<file path="src/rtl/rx_frame_packer_pkg.sv">
// rx_frame_packer_pkg
//   Shared types and helpers for the RX frame packer.
//   - state_t        : packer FSM states
//   - LEN_W          : width of the radio length byte
//   - words_for_len  : 16-bit FIFO words needed for a frame of len payload bytes
//                      (length byte + payload, rounded up to whole words)
package rx_frame_packer_pkg;

    localparam int unsigned LEN_W = 8;

    typedef enum logic [2:0] {
        S_IDLE,
        S_CHECK,
        S_HI,
        S_LO,
        S_WRITE,
        S_WAIT_HINT,
        S_PAD,
        S_DROP
    } state_t;

    function automatic logic [8:0] words_for_len(input logic [LEN_W-1:0] len);
        return ({1'b0, len} + 9'd2) >> 1;
    endfunction

endpackage

</file>
<file path="src/rtl/rx_frame_packer_if.sv">
// rx_frame_packer_if
//   Bundles the radio RX byte stream and the RX SRAM FIFO write port.
//   Ports of the bundle:
//     rx_byte, rx_valid, rx_sop, rx_abort : radio -> packer
//     rx_ready                            : packer -> radio
//     SRAM_write, Data_to_sram            : packer -> FIFO (request held until hint)
//     SRAM_hint, SRAM_full, SRAM_count    : FIFO -> packer
//   Modports: master = packer side, slave = radio/FIFO side.
interface rx_frame_packer_if import rx_frame_packer_pkg::*; ();

    logic [LEN_W-1:0] rx_byte;
    logic             rx_valid;
    logic             rx_sop;
    logic             rx_abort;
    logic             rx_ready;

    logic             SRAM_write;
    logic             SRAM_hint;
    logic [15:0]      Data_to_sram;
    logic             SRAM_full;
    logic [10:0]      SRAM_count;

    modport master (
        input  rx_byte, rx_valid, rx_sop, rx_abort,
        output rx_ready,
        output SRAM_write, Data_to_sram,
        input  SRAM_hint, SRAM_full, SRAM_count
    );

    modport slave (
        output rx_byte, rx_valid, rx_sop, rx_abort,
        input  rx_ready,
        input  SRAM_write, Data_to_sram,
        output SRAM_hint, SRAM_full, SRAM_count
    );

endinterface

</file>
<file path="src/rtl/rx_frame_packer.sv">
// rx_frame_packer
//   Packs a length-prefixed radio frame, received one byte at a time, into
//   16-bit RX FIFO words: {len, b0}, {b1, b2}, ... with the last low byte
//   zero-padded. Frames that do not fit in the FIFO are consumed and dropped
//   whole; aborted frames are zero-padded to their full word count.
//
//   Ports:
//     clk, rst    : system clock, synchronous active-high reset
//     bus         : rx_frame_packer_if.master (RX byte stream + FIFO write port)
//     frame_done  : 1-cycle pulse, last word of a frame acknowledged
//     frame_drop  : 1-cycle pulse, frame discarded without writing
//     frame_err   : 1-cycle pulse with frame_done, frame was aborted and padded
//     drop_cnt    : saturating frame_drop counter (RX_PACKER_STATS_EN only)
//     err_cnt     : saturating frame_err counter  (RX_PACKER_STATS_EN only)
//
//   Optional feature macro: RX_PACKER_STATS_EN
module rx_frame_packer
    import rx_frame_packer_pkg::*;
#(
    parameter int unsigned FIFO_DEPTH = 1024
) (
    input  logic                      clk,
    input  logic                      rst,
    rx_frame_packer_if.master         bus,
    output logic                      frame_done,
    output logic                      frame_drop,
    output logic                      frame_err
`ifdef RX_PACKER_STATS_EN
    ,
    output logic [15:0]               drop_cnt,
    output logic [15:0]               err_cnt
`endif
);

    localparam logic [11:0] DEPTH = 12'(FIFO_DEPTH);

    state_t           r_state;
    logic [LEN_W-1:0] r_len;
    logic [LEN_W-1:0] r_bytes_left;
    logic [15:0]      r_data;
    logic             r_write;
    logic             r_rx_ready;
    logic             r_pad_lo;     // next synthesized pad byte goes to the low half
    logic             r_abort;      // current frame is being padded out
    logic             r_done;
    logic             r_drop;
    logic             r_err;

    logic             w_take;
    logic             w_kill;
    logic [8:0]       w_words;
    logic [11:0]      w_free;
    logic             w_room_ok;

    assign w_take    = bus.rx_valid & r_rx_ready;
    // A new SOP in the middle of a frame is treated like an abort.
    assign w_kill    = bus.rx_abort | (w_take & bus.rx_sop);
    assign w_words   = words_for_len(r_len);
    assign w_free    = ({1'b0, bus.SRAM_count} >= DEPTH) ? '0
                                                         : DEPTH - {1'b0, bus.SRAM_count};
    assign w_room_ok = (w_free >= {3'b000, w_words});

    always_ff @(posedge clk) begin
        if (rst) begin
            r_state      <= S_IDLE;
            r_len        <= '0;
            r_bytes_left <= '0;
            r_data       <= '0;
            r_write      <= 1'b0;
            r_rx_ready   <= 1'b0;
            r_pad_lo     <= 1'b0;
            r_abort      <= 1'b0;
            r_done       <= 1'b0;
            r_drop       <= 1'b0;
            r_err        <= 1'b0;
        end else begin
            r_done <= 1'b0;
            r_drop <= 1'b0;
            r_err  <= 1'b0;

            case (r_state)
                S_IDLE: begin
                    if (w_take && bus.rx_sop && !bus.rx_abort) begin
                        r_len      <= bus.rx_byte;
                        r_rx_ready <= 1'b0;
                        r_state    <= S_CHECK;
                    end else begin
                        r_rx_ready <= 1'b1;
                    end
                end

                S_CHECK: begin
                    r_bytes_left <= r_len;
                    r_rx_ready   <= 1'b1;
                    if (r_len == '0) begin
                        r_drop  <= 1'b1;
                        r_state <= S_IDLE;
                    end else if (!w_room_ok) begin
                        r_state <= S_DROP;
                    end else begin
                        r_data  <= {r_len, 8'h00};
                        r_state <= S_LO;
                    end
                end

                S_HI: begin
                    if (w_kill) begin
                        r_abort    <= 1'b1;
                        r_pad_lo   <= 1'b0;
                        r_rx_ready <= 1'b0;
                        r_state    <= S_PAD;
                    end else if (w_take) begin
                        r_data[15:8] <= bus.rx_byte;
                        r_bytes_left <= r_bytes_left - 8'd1;
                        if (r_bytes_left == 8'd1) begin
                            r_data[7:0] <= '0;
                            r_rx_ready  <= 1'b0;
                            r_state     <= S_WRITE;
                        end else begin
                            r_state <= S_LO;
                        end
                    end
                end

                S_LO: begin
                    if (w_kill) begin
                        r_abort    <= 1'b1;
                        r_pad_lo   <= 1'b1;
                        r_rx_ready <= 1'b0;
                        r_state    <= S_PAD;
                    end else if (w_take) begin
                        r_data[7:0]  <= bus.rx_byte;
                        r_bytes_left <= r_bytes_left - 8'd1;
                        r_rx_ready   <= 1'b0;
                        r_state      <= S_WRITE;
                    end
                end

                // Mirrors HI/LO with a synthetic 0x00 byte every cycle.
                S_PAD: begin
                    r_bytes_left <= r_bytes_left - 8'd1;
                    if (!r_pad_lo) begin
                        r_data[15:8] <= '0;
                        if (r_bytes_left == 8'd1) begin
                            r_data[7:0] <= '0;
                            r_state     <= S_WRITE;
                        end else begin
                            r_pad_lo <= 1'b1;
                        end
                    end else begin
                        r_data[7:0] <= '0;
                        r_pad_lo    <= 1'b0;
                        r_state     <= S_WRITE;
                    end
                end

                S_WRITE: begin
                    if (!bus.SRAM_full) begin
                        r_write <= 1'b1;
                        r_state <= S_WAIT_HINT;
                    end
                end

                S_WAIT_HINT: begin
                    if (bus.SRAM_hint) begin
                        r_write <= 1'b0;
                        if (r_bytes_left == '0) begin
                            r_done     <= 1'b1;
                            r_err      <= r_abort;
                            r_abort    <= 1'b0;
                            r_rx_ready <= 1'b1;
                            r_state    <= S_IDLE;
                        end else if (r_abort) begin
                            r_pad_lo <= 1'b0;
                            r_state  <= S_PAD;
                        end else begin
                            r_rx_ready <= 1'b1;
                            r_state    <= S_HI;
                        end
                    end
                end

                S_DROP: begin
                    if (bus.rx_abort || (w_take && (bus.rx_sop || r_bytes_left == 8'd1))) begin
                        r_drop  <= 1'b1;
                        r_state <= S_IDLE;
                    end else if (w_take) begin
                        r_bytes_left <= r_bytes_left - 8'd1;
                    end
                end

                default: begin
                    r_rx_ready <= 1'b0;
                    r_state    <= S_IDLE;
                end
            endcase
        end
    end

    assign bus.rx_ready     = r_rx_ready;
    assign bus.SRAM_write   = r_write;
    assign bus.Data_to_sram = r_data;
    assign frame_done       = r_done;
    assign frame_drop       = r_drop;
    assign frame_err        = r_err;

`ifdef RX_PACKER_STATS_EN
    if (1) begin : g_stats
        logic [15:0] r_drop_cnt;
        logic [15:0] r_err_cnt;

        always_ff @(posedge clk) begin
            if (rst) begin
                r_drop_cnt <= '0;
                r_err_cnt  <= '0;
            end else begin
                if (r_drop && r_drop_cnt != '1) r_drop_cnt <= r_drop_cnt + 16'd1;
                if (r_err  && r_err_cnt  != '1) r_err_cnt  <= r_err_cnt  + 16'd1;
            end
        end

        assign drop_cnt = r_drop_cnt;
        assign err_cnt  = r_err_cnt;
    end
`endif

endmodule

</file>
<file path="src/flat_wrapper.sv">
// flat-port wrapper written by rule: the top's interface ports become plain ports
module rx_frame_packer_flat import rx_frame_packer_pkg::*;
#(
    parameter int unsigned FIFO_DEPTH = 1024
)
  (clk, rst, frame_done, frame_drop, frame_err, bus_rx_byte, bus_rx_valid, bus_rx_sop, bus_rx_abort, bus_rx_ready, bus_SRAM_write, bus_Data_to_sram, bus_SRAM_hint, bus_SRAM_full, bus_SRAM_count);
  rx_frame_packer_if bus_i ();
  input  logic clk;
  input  logic rst;
  output logic frame_done;
  output logic frame_drop;
  output logic frame_err;
  input wire logic [$bits(bus_i.rx_byte)-1:0] bus_rx_byte;
  input wire logic [$bits(bus_i.rx_valid)-1:0] bus_rx_valid;
  input wire logic [$bits(bus_i.rx_sop)-1:0] bus_rx_sop;
  input wire logic [$bits(bus_i.rx_abort)-1:0] bus_rx_abort;
  output wire logic [$bits(bus_i.rx_ready)-1:0] bus_rx_ready;
  output wire logic [$bits(bus_i.SRAM_write)-1:0] bus_SRAM_write;
  output wire logic [$bits(bus_i.Data_to_sram)-1:0] bus_Data_to_sram;
  input wire logic [$bits(bus_i.SRAM_hint)-1:0] bus_SRAM_hint;
  input wire logic [$bits(bus_i.SRAM_full)-1:0] bus_SRAM_full;
  input wire logic [$bits(bus_i.SRAM_count)-1:0] bus_SRAM_count;
  assign bus_i.rx_byte = bus_rx_byte;
  assign bus_i.rx_valid = bus_rx_valid;
  assign bus_i.rx_sop = bus_rx_sop;
  assign bus_i.rx_abort = bus_rx_abort;
  assign bus_rx_ready = bus_i.rx_ready;
  assign bus_SRAM_write = bus_i.SRAM_write;
  assign bus_Data_to_sram = bus_i.Data_to_sram;
  assign bus_i.SRAM_hint = bus_SRAM_hint;
  assign bus_i.SRAM_full = bus_SRAM_full;
  assign bus_i.SRAM_count = bus_SRAM_count;
  rx_frame_packer #(.FIFO_DEPTH(FIFO_DEPTH)) u_core (.clk(clk), .rst(rst), .bus(bus_i), .frame_done(frame_done), .frame_drop(frame_drop), .frame_err(frame_err));
endmodule
</file>
<file path="config.mk">
export PLATFORM = sky130hd
export DESIGN_NAME = rx_frame_packer_flat
export DESIGN_NICKNAME = d
export VERILOG_FILES = /design/src/rtl/rx_frame_packer_pkg.sv /design/src/rtl/rx_frame_packer_if.sv /design/src/rtl/rx_frame_packer.sv /design/src/flat_wrapper.sv
export SDC_FILE = /design/constraint.sdc
export NUM_CORES = 1
export LEC_CHECK = 0
export CAP_MARGIN = 20
export CORE_MARGIN = 2
export CORE_UTILIZATION = 52
export CTS_BUF_LIST = sky130_fd_sc_hd__clkbuf_8
export DETAILED_ROUTE_END_ITERATION = 8
export DONT_BUFFER_PORTS = 1
export GPL_ROUTABILITY_DRIVEN = 0
export GPL_TIMING_DRIVEN = 0
export PLACE_DENSITY = 0.76
export SKIP_LAST_GASP = 1
export SLEW_MARGIN = 20
export SYNTH_ARGS = -nofsm -noshare
export SYNTH_HDL_FRONTEND = slang
export SYNTH_SLANG_ARGS = --single-unit
</file>
<file path="constraint.sdc">
create_clock -name clk -period 7.5 [get_ports clk]
set_clock_uncertainty 0.2 [all_clocks]
set_input_delay 0.75 -clock clk [delete_from_list [all_inputs] [get_ports clk]]
set_output_delay 0.75 -clock clk [all_outputs]
set_load 0.01 [all_outputs]
</file>
**After elaboration in Yosys (flattened, before gate mapping)**

Index checks and enable logic that the tools add are counted.

- Register bits after elaboration: 42
- Input port bits: 26
- Word-level logic and storage cells: 143

- Eq/ne operators: 32
- Reduce and logical (&&, ||, !) cells: 28
- $lt $le $gt $ge: 2
- Bitwise operators: 6
- Muxes and demuxes: 60
- Add/sub/neg operators: 3

Operators with widths:

| kind | count |
|---|---|
| $mux 16 | 4 |
| $mux 8 | 8 |
| $pmux 8 s4 | 2 |
| $mux 3 | 15 |
| $pmux 3 s8 | 1 |
| $pmux 8 s3 | 1 |
| $mux 1 | 23 |
| $ne 2x1->1 const B | 10 |
| $ne 2x2->1 const B | 9 |
| $reduce_and 6->1 | 3 |
| $logic_not 8->1 | 2 |
| $reduce_and 7->1 | 2 |
| $eq 3x3->1 const B | 4 |
| $ge 12x8->1 | 1 |
| $mux 12 | 1 |
| $ne 3x1->1 const B | 4 |
| $reduce_bool 4->1 | 3 |
| $sub 11x11->12 const A | 1 |
| $ge 11x11->1 const B | 1 |
| $add 8x2->9 const B | 1 |
| $eq 8x1->1 const B | 1 |
| $sub 8x1->8 const B | 1 |
| $eq 3x2->1 const B | 2 |
| $pmux 1 s2 | 3 |
| other kinds (20) | 28 |

**Longest topological paths before layout**

Gate-level depths: netlist (run 1).

- Word-level depth: 6
- Gate-level depth with buffers: 12
- Mapped depth without buffers: 11

**Worst setup path before layout (run 1)**

No wires, ideal clock.

- Path type: input port to flip-flop
- From: input bus_SRAM_count[5]
- To: register u_core.r_data[10] (netlist: u_core.bus.Data_to_sram[10])
- Slack: 4.249 ns
- Stages on the path: 10
- Path buffers: 1
- Arrival: 2.930 ns
- Cell sequence: or4_4 > o21ai_0 > nor3b_1 > ha_1 > nand2_1 > o21ai_0 > a21oi_2 > o211a_1 > buf_6 > mux2_2

- Cells in the longest elaborated chain, start to end: 5
- Elaborated cells between the ends (all ways): 6
- Those cells by class: 1 x add/sub; 2 x order compare; 1 x eq/ne; 1 x mux; 1 x reduce/logical

Ends and longest elaborated chain:

| what | line | text |
|---|---|---|
| from (decl) | flat_wrapper.sv:22 | `input wire logic [$bits(bus_i.SRAM_count)-1:0] bus_SRAM_count;` |
| $sub 11x11->12 or $ge 11x11->1 (tied branches) | rx_frame_packer.sv:60, rx_frame_packer.sv:59 |  |
| $mux 12 (*) | rx_frame_packer.sv:59 | `assign w_free = ({1'b0, bus.SRAM_count} >= DEPTH) ? '0` |
| $ge 12x8->1 (*) | rx_frame_packer.sv:61 | `assign w_room_ok = (w_free >= {3'b000, w_words});` |
| $ne 2x1->1 (no source line) (*) | - |  |
| $reduce_and 6->1 (no source line) (*) | - |  |
| to (signal assigned) | rx_frame_packer.sv:101 | `r_data <= {r_len, 8'h00};` |
| to (signal assigned) | rx_frame_packer.sv:113 | `r_data[15:8] <= bus.rx_byte;` |
| to (decl) | rx_frame_packer.sv:40 | `logic [15:0] r_data;` |

Mark *: on every way between the ends. The rest lies on a longest branch, timed or not.
A chain may end at the register's enable or synchronous reset.

**Worst setup path after layout (run 1)**

- From: input bus_SRAM_count[1]
- To: register u_core.r_data[11] (netlist: u_core.bus.Data_to_sram[11])

Same word-level chain as after synthesis.

==> flow_summary.yaml, run 1 <==
cts:
  cts_setup_buffers: 0
  cts.htree.levels: 2
  root_buffer: "clkbuf_8"
  worstSkewPairLatency_ns: 0.31
  cts_tree: "done"
  cts_resized: 0
  path_clk_slew_ns: 0.09
  cts.sinks: 42
  numCtsBuffers: 5
  hold_buffers: 0
  clk_path_buf_depth: 2
status:
  outcome: "complete, no violations"
synthesis:
  synthFlopType: "dfxtp_1"
  synth_edf_count: 0
  synth_nets: 419
  synthArstFlopShare_pct: 0
  syn_area_per_cell_um2: 7.87
  netlist_instances: 380
  syn_area_um2: 2990
  postSynthRegisterBits: 42
  ys_seq_area_share_pct: 28.1
  yosysUniqueCellTypes: 62
  yosys_warnings: 0
layout:
  insertedDiodeCount: 0
  fillers: 525
  multiInputGateArea_um2: 1990
  drive_gt1_share_pct: 9.51
  syn_to_final_growth_pct: 7.33
  fin_nets: 427
  final_cell_mix: "dfxtp_1, nor2_1, nand2_1, a21oi_1, nor2b_1"
  final_area_um2: 3210
  seq_area_um2: 841
  final_common_cell: "dfxtp_1"
timing:
  drv_slew: 0
  rsz0062_at_grt: "false"
  fmax_mhz: 309
  post-route-period-util_pct: 43.1
  relSlewSlack_pct: 46.6
  setup_viol: 0
  fin_crit_ns: 3.23
  worst_slew_pin_slew_ns: 0.799
  finalSetupTns_ns: 0
  finalHoldViolCount: 0
floorplanning:
  core-area_um2: 5540
  dieHeight_um: 79.8
  ioPinCount: 47
  die_w_um: 79.8
  die_area_um2: 6370
  initial_core_util_pct: 54.0
  placementRows: 27
worst_setup_path:
  rrSetupSlack_ns: 4.44
  cp-start-kind: "primary input"
  rr_startpoint: "u_core.r_len[1]"
  critPathTopFamily: "compound AO/OA/AOI/OAI gates"
  path_class: "in2reg"
  crit_buf_inv: 1
  crit_arrival_ns: 3.24
  crit_start: "bus_SRAM_count[1]"
  worstRegToRegCells: 11
  crit_path_end: "u_core.bus.Data_to_sram[11]"
  r2r_end: "u_core.bus.Data_to_sram[11]"
  slowest_stage: "a21oi_2"
  cp_common_cell: "nor2_1"
  crit_required_ns: 7.50
  max_stage_delay_ns: 0.42
  cp_cell_sequence: "nor2_1, nand3b_1, nor3_1, xor2_1, nor2_1, ha_1, a21oi_1, o21ai_0, a21oi_2, o211a_1, buf_6, mux2_2"
  crit_path_end_kind: "register"
  crit_fanout: 10
  cp.depth: 12
pwr:
  p_leak_nw: 1.17
  worst_ir_drop_vdd_mv: 0.0960
  clock_power_share_pct: 33.9
  power_density_nw_per_um2: 172
  p_comb_share_pct: 23.2
  seq_power_share_pct: 42.9
  cellInternalPower_mw: 0.375
  p_sw_share_pct: 31.9
  p_sw_mw: 0.176
route:
  ant_nets: 0
  drtPass1Iterations: 5
  drt-total-wl_mm: 7.64
  drt_iter0_markers: 178
  drc_errors: 0
  wire_per_inst_um: 16.6
  avgViaCountPerCell: 6.29
  vias: 2900
grt:
  grt_pass1_wl_mm: 12.9
  grt_usage_pct: 25.5
  grt_max_degree: 15
  antenna_found_initial: 0
  grt_pass1_vias: 2829
  grt_overflow: 0
place:
  postPlaceCellArea_um2: 3090
  dp_hpwl_mm: 5.62
  io_buffers: 0
hold_path:
  hp-class: "reg2reg"
  hp-start: "u_core.r_abort"
job:
  cap_violations: 0
==> power by group through the flow <==
stage	Clock (mW)	Sequential (mW)	Combinational, mW
after global placement	0	0.241	0.122
final	0.187	0.236	0.128
after global routing	0.200	0.237	0.142
after floorplan	0	0.240	0.0972
after CTS	0.190	0.237	0.124
after detailed placement	0	0.242	0.124
==> kinds of logic after synthesis <==
family / Yosys count / share of synthesized area (%)
AND/OR/NAND/NOR: 169 / 30.4
AO/OA/AOI/OAI: 92 / 21.1
flip-flops: 42 / 28.1
buffers and inverters: 36 / 5.61
multiplexers: 19 / 6.70
adder cells (fa/ha/maj): 13 / 5.44
XOR/XNOR: 9 / 2.64
==> cells in the mapped netlist (3+ instances only) <==
master     count  area [µm²]
o2111ai_1      8        70.1
a211oi_1       3        22.5
a21oi_1       25         125
mux2i_1       11         110
nand2_1       39         146
nor2b_1       19         119
clkbuf_1      16        60.1
or4_1          4        30.0
mux2_2         8        90.1
nand4b_1       3        26.3
nand3b_1       3        22.5
dfxtp_1       42         841
xnor2_1        5        43.8
o21a_1         3        22.5
nor4b_1        3        26.3
nand3_1       16        80.1
nor2_1        39         146
nand2b_1       8        50.1
nor3_1         6        30.0
xor2_1         4        35.0
buf_2          4        20.0
ha_1          13         163
a32oi_1        5        43.8
a21o_1         3        22.5
a31oi_1        6        37.5
o21ai_0       13        65.1
inv_1         12        45.0
nor3b_1       10        75.1
==> worst min-delay path: stages (launching register included) <==
cell	delay (ns)
dfxtp_1	0.34
nand2_1	0.06
a21oi_1	0.05
==> layer usage <==
| metal | vias up | part of all wire [%] | global-route usage [%] |
|---|---|---|---|
| li1 | 1406 | - | - |
| met1 | 1341 | 44 | 32.6 |
| met2 | 130 | 45 | 40.9 |
| met3 | 23 | 9.0 | 6.33 |
| met4 | 0 | 2.8 | 10.8 |
| met5 | - | 0 | 0 |
==> sequential cells by signal, summed over array words and instances, names as in the netlist, 3 cells and up <==
register                 count
u_core.r_state               3
u_core.bus.Data_to_sram     16
u_core.r_bytes_left          8
u_core.r_len                 8
==> how the worst min path moves through the flow <==
| stage | to | slack, ns | cells after the start |
|---|---|---|---|
| after floorplan | u_core.r_bytes_left[1] | 0.25 | 2 |
| after global placement | u_core.r_bytes_left[1] | 0.27 | 2 |
| after detailed placement | u_core.r_abort | 0.28 | 2 |
| after CTS | u_core.r_abort | 0.30 | 2 |
| after global routing | u_core.frame_err | 0.34 | 1 |
| final | u_core.r_abort | 0.30 | 2 |
==> metrics by stage <==
| step | total power [mW] | hold WS, ns | utilization [%] | setup WS [ns] | cells |
|---|---|---|---|---|---|
| final | 0.551 | 0.296 | 57.9 | 4.27 | 461 |
| after global routing | 0.579 | 0.336 | 57.9 | 4.02 | 461 |
| after CTS | 0.551 | 0.296 | 57.8 | 4.25 | 461 |
| after detailed placement | 0.366 | 0.283 | 55.8 | 3.93 | 453 |
| after global placement | 0.364 | 0.272 | 55.6 | 3.96 | 452 |
| after floorplan | 0.337 | 0.254 | - | 4.25 | 380 |
==> final cells by class <==
type,count,area share (%)
timing repair buffer,1,0.156
clock inverter,3,1.37
buffer,24,3.82
sequential,42,26.2
multi-input combinational,302,62.1
inverter,12,1.40
tap,72,2.81
clock buffer,5,2.15
Power figures use the tool's default switching activity.
==> run 2, diff against run 1 <==
Settings changed: PLACE_DENSITY 0.76 to 0.79.
Clock period 7.5 ns to 2.85 ns, I/O delays scaled along.
==> run 2 against run 1 <==
  * Count of clock-buffer cells in the layout stayed put
  * Combinational power grew to 2.8 times the previous value
  * Final area increased by 2.3%
  * Hold slack worse by 0.25 ns
  * Core utilization increased by 1.3 points
==> flow_summary.yaml, run 2 (same netlist as run 1, synthesis figures left out) <==
status:
  outcome: "complete, no violations"
layout:
  fillers: 511
  final_area_um2: 3280
  final_cell_mix: "dfxtp_1, nor2_1, nand2_1, a21oi_1, nor2b_1"
  largest_reg_flops: 16
  fin_nets: 435
  syn_to_final_growth_pct: 9.79
  multiInputGateArea_um2: 2000
  seq_area_um2: 843
  insertedDiodeCount: 0
  drive_gt1_share_pct: 9.57
  post-route-util_pct: 59.2
  final_common_cell: "dfxtp_1"
grt:
  grt_overflow: 0
  grt_max_degree: 14
  grt_pass1_wl_mm: 13.6
  grt_pass1_vias: 2929
  grt_usage_pct: 26.7
  antenna_found_initial: 0
timing:
  finalHoldViolCount: 0
  drv_slew: 0
  worst_slew_pin_slew_ns: 0.799
  setup_viol: 0
  post-route-period-util_pct: 93.8
  finalSetupTns_ns: 0
  fmax_mhz: 374
  finalWorstSetupSlack_ns: 0.177
  relSlewSlack_pct: 46.6
  rsz0062_at_grt: "false"
  fin_crit_ns: 2.67
cts:
  clk_path_buf_depth: 2
  cts.sinks: 42
  cts_tree: "done"
  path_clk_slew_ns: 0.08
  worstSkewPairLatency_ns: 0.30
  numCtsBuffers: 5
  root_buffer: "clkbuf_8"
  cts.htree.levels: 2
worst_setup_path:
  cp-start-kind: "register"
  crit_fanout: 8
  path_class: "reg2reg"
  crit_path_end_kind: "register"
  crit_required_ns: 2.85
  crit_arrival_ns: 2.67
  rrSetupSlack_ns: 0.18
route:
  vias: 2993
  drtPass1Iterations: 6
  ant_nets: 0
  drc_errors: 0
  avgViaCountPerCell: 6.38
  drt_iter0_markers: 281
  drt-total-wl_mm: 8.00
  wire_per_inst_um: 17.1
place:
  io_buffers: 0
  dp_slack_ns: -0.307
  postPlaceCellArea_um2: 3090
  dp_hpwl_mm: 5.84
floorplanning:
  die_area_um2: 6370
  placementRows: 27
  dieHeight_um: 79.8
  initial_core_util_pct: 54.0
  ioPinCount: 47
  die_w_um: 79.8
  core-area_um2: 5540
pwr:
  p_leak_nw: 1.20
  power_density_nw_per_um2: 416
  worst_ir_drop_vdd_mv: 0.286
job:
  cap_violations: 0
hold_path:
  hp-class: "in2reg"
## run 2: layer usage
metal	vias up	part of all wire, %	GRT usage (%)
li1	1425	-	-
met1	1412	43	34.5
met2	133	47	45.0
met3	23	8.4	5.77
met4	0	1.9	6.95
met5	-	0	0
## run 2: repair_timing
action                                  4_1_cts  5_1_grt
hold endpoints to repair                     17        0
endpoints found under the setup margin        8        8
resized for setup                             0        2
pin swaps                                     1        0
hold buffers                                  9        0
setup buffers                                 1        0
## run 2: critical path, cell delays in order, from the launching register on
cell and delay, ns:
dfxtp_2 0.45, ha_1 0.22, nand3_1 0.13, nor2_1 0.15, xnor2_1 0.08, ha_1 0.28
nand2_1 0.06, nor3_1 0.23, a21oi_2 0.10, o211a_1 0.25, buf_6 0.15, mux2_2 0.27
## run 2: where the power goes
part | switching [mW] | total [mW] | internal [mW]
combinational | 0.221 | 0.353 | 0.132
clock | 0.217 | 0.387 | 0.169
sequential | 0.0207 | 0.624 | 0.604
total | 0.459 | 1.36 | 0.905
## run 2: layout make-up
class	instances	area share [%]
Timing Repair Buffer	10	2.97
Inverter	12	1.37
Multi-Input combinational cell	302	61.0
Tap cell	72	2.74
Buffer	23	3.62
Clock buffer	5	2.10
Sequential cell	42	25.7
Clock inverter	3	0.534
## run 2: per-stage QoR
step,hold WS (ns),instances,power (mW)
detailed placement,0.204,452,0.965
global placement,0.204,452,0.955
finish,0.0442,469,1.36
CTS,0.0577,470,1.36
global route,0.0701,469,1.44
floorplan,0.194,380,0.887
## run 2: path summary, 6_finish.rpt
path	startpoint	end	cells after the start
setup reg to reg	u_core.r_len[1]	u_core.bus.Data_to_sram[14]	11
hold / removal	bus_SRAM_hint	u_core.r_pad_lo	3
hold reg to reg	u_core.r_abort	u_core.r_abort	2
setup / recovery	u_core.r_len[1]	u_core.bus.Data_to_sram[14]	11
==> run 3, diff against run 2 <==
==> constraint.sdc (replaced) <==
create_clock -name clk -period 2.85 [get_ports clk]
set_clock_uncertainty 0.2 [all_clocks]
set_input_delay 0.57 -clock clk [delete_from_list [all_inputs] [get_ports clk]]
set_output_delay 0.57 -clock clk [all_outputs]
set_load 0.01 [all_outputs]
==> run 3 against run 2 <==
  * Clock power increased by 27%
  * Final cell count decreased by 1.9%
  * Sequential share of layout area increased by 0.29 points
  * Wire length about the same
  * Global-route usage decreased by 0.43 points
  * Core utilization decreased by 0.65 points
  * Non-clock buffer count decreased by 9
  * Highest routed layer unchanged
==> flow_summary.yaml, run 3 (same netlist as run 1, synthesis figures left out) <==
pwr:
  cellInternalPower_mw: 0.992
  p_sw_mw: 0.475
  clock_power_share_pct: 33.6
  p_comb_share_pct: 23.9
  worst_ir_drop_vdd_mv: 0.300
  power_mw: 1.47
  power_density_nw_per_um2: 452
  p_leak_nw: 1.18
  seq_power_share_pct: 42.5
  p_sw_share_pct: 32.4
layout:
  fin_nets: 426
  syn_to_final_growth_pct: 8.58
  stdcell_count: 460
  final_area_um2: 3250
  largest_reg_flops: 16
  insertedDiodeCount: 0
  final_common_cell: "dfxtp_1"
  post-route-util_pct: 58.6
  drive_gt1_share_pct: 11.3
  final_cell_mix: "dfxtp_1, nand2_1, nor2_1, a21oi_1, nor2b_1"
hold_path:
  hp-class: "in2reg"
  holdPathEnd: "u_core.bus.Data_to_sram[5]"
  hp-start: "bus_rx_byte[5]"
  min_path_cells: 2
cts:
  path_clk_slew_ns: 0.08
  hold_buffers: 0
  worstSkewPairLatency_ns: 0.31
  cts_tree: "done"
  root_buffer: "clkbuf_8"
  cts.htree.levels: 2
  cts.sinks: 42
  clk_path_buf_depth: 2
  numCtsBuffers: 5
route:
  drtPass1Iterations: 5
  vias: 2942
  drt-total-wl_mm: 8.00
  ant_nets: 0
  avgViaCountPerCell: 6.40
  wire_per_inst_um: 17.4
  drc_errors: 0
  drt_iter0_markers: 349
timing:
  worst_slew_pin_slew_ns: 1.25
  whs_ns: 0.177
  rsz0062_at_grt: "false"
  finalHoldViolCount: 0
  drv_slew: 0
  setup_viol: 0
  relSlewSlack_pct: 16.1
  post-route-period-util_pct: 95.6
  fmax_mhz: 367
  fin_crit_ns: 2.72
  finalWorstSetupSlack_ns: 0.127
  finalSetupTns_ns: 0
job:
  cap_violations: 0
grt:
  grt_pass1_vias: 2888
  grt_max_degree: 15
  grt_overflow: 0
  grt_usage_pct: 26.3
  antenna_found_initial: 0
  grt_pass1_wl_mm: 13.2
worst_setup_path:
  r2r_end: "u_core.bus.Data_to_sram[15]"
  crit_buf_inv: 1
  crit_arrival_ns: 2.72
  rr_startpoint: "u_core.r_len[1]"
  slowest_stage: "or4_4"
  crit_fanout: 8
  cp_cell_sequence: "or4_4, o21ai_1, nor3b_2, ha_1, nand2_1, o21ai_1, a21oi_4, o211a_1, buf_6, mux2_2"
  crit_required_ns: 2.85
  critPathTopFamily: "simple AND/OR/NAND/NOR gates"
  worstRegToRegCells: 11
  max_stage_delay_ns: 0.54
  rrSetupSlack_ns: 0.13
  path_class: "in2reg"
  cp-start-kind: "primary input"
  cp_common_cell: "o21ai_1"
  crit_path_end_kind: "register"
floorplanning:
  initial_core_util_pct: 54.0
  die_area_um2: 6370
  ioPinCount: 47
  placementRows: 27
  dieHeight_um: 79.8
  core-area_um2: 5540
  die_w_um: 79.8
place:
  postPlaceCellArea_um2: 3100
  dp_slack_ns: -0.518
  dp_hpwl_mm: 5.71
  io_buffers: 0
  post-place-cells: 452
status:
  outcome: "complete, no violations"
[run 3: power by group through the flow]
stage / clock network, mW / logic (mW) / registers [mW]
floorplan: 0 / 0.257 / 0.631
global placement: 0 / 0.321 / 0.636
detailed placement: 0 / 0.333 / 0.637
CTS: 0.491 / 0.341 / 0.623
global route: 0.520 / 0.387 / 0.627
finish: 0.492 / 0.351 / 0.624
[run 3: cell type report]
type,instances,area (µm²)
flip-flops and latches,42,843
plain buffers,23,119
clock inverters,3,43.8
well taps,72,90.1
multi-input cells,302,2030
repair buffers,1,7.51
fillers,525,2290
inverters,12,45.0
clock buffers,5,68.8
[run 3: worst max-delay path by stage]
stage / startpoint / end / cells past startpoint / slack [ns]
final: bus_SRAM_count[5] / u_core.bus.Data_to_sram[15] / 10 / 0.13
after global routing: bus_SRAM_count[1] / u_core.bus.Data_to_sram[9] / 12 / 0.005
after CTS: u_core.r_len[2] / u_core.bus.Data_to_sram[11] / 11 / 0.04
after detailed placement: bus_SRAM_count[1] / u_core.bus.Data_to_sram[11] / 12 / -0.52
after global placement: bus_SRAM_count[1] / u_core.bus.Data_to_sram[12] / 12 / -0.42
after floorplan: bus_SRAM_count[5] / u_core.bus.Data_to_sram[10] / 10 / -0.13
[run 3: layer usage]
metal | wire (µm) | up-vias | global-route usage (%)
met1 | 3370 | 1387 | 33.1
li1 | - | 1404 | -
met4 | 125 | 0 | 5.76
met2 | 3830 | 134 | 45.0
met5 | 0 | - | 0
met3 | 674 | 17 | 6.90
[run 3: repair_timing]
| item | CTS | global route |
|---|---|---|
| setup endpoints to repair | 8 | 17 |
| buffers inserted | 1 | 0 |
| gates resized for setup | 2 | 5 |
| pin swaps | 0 | 1 |
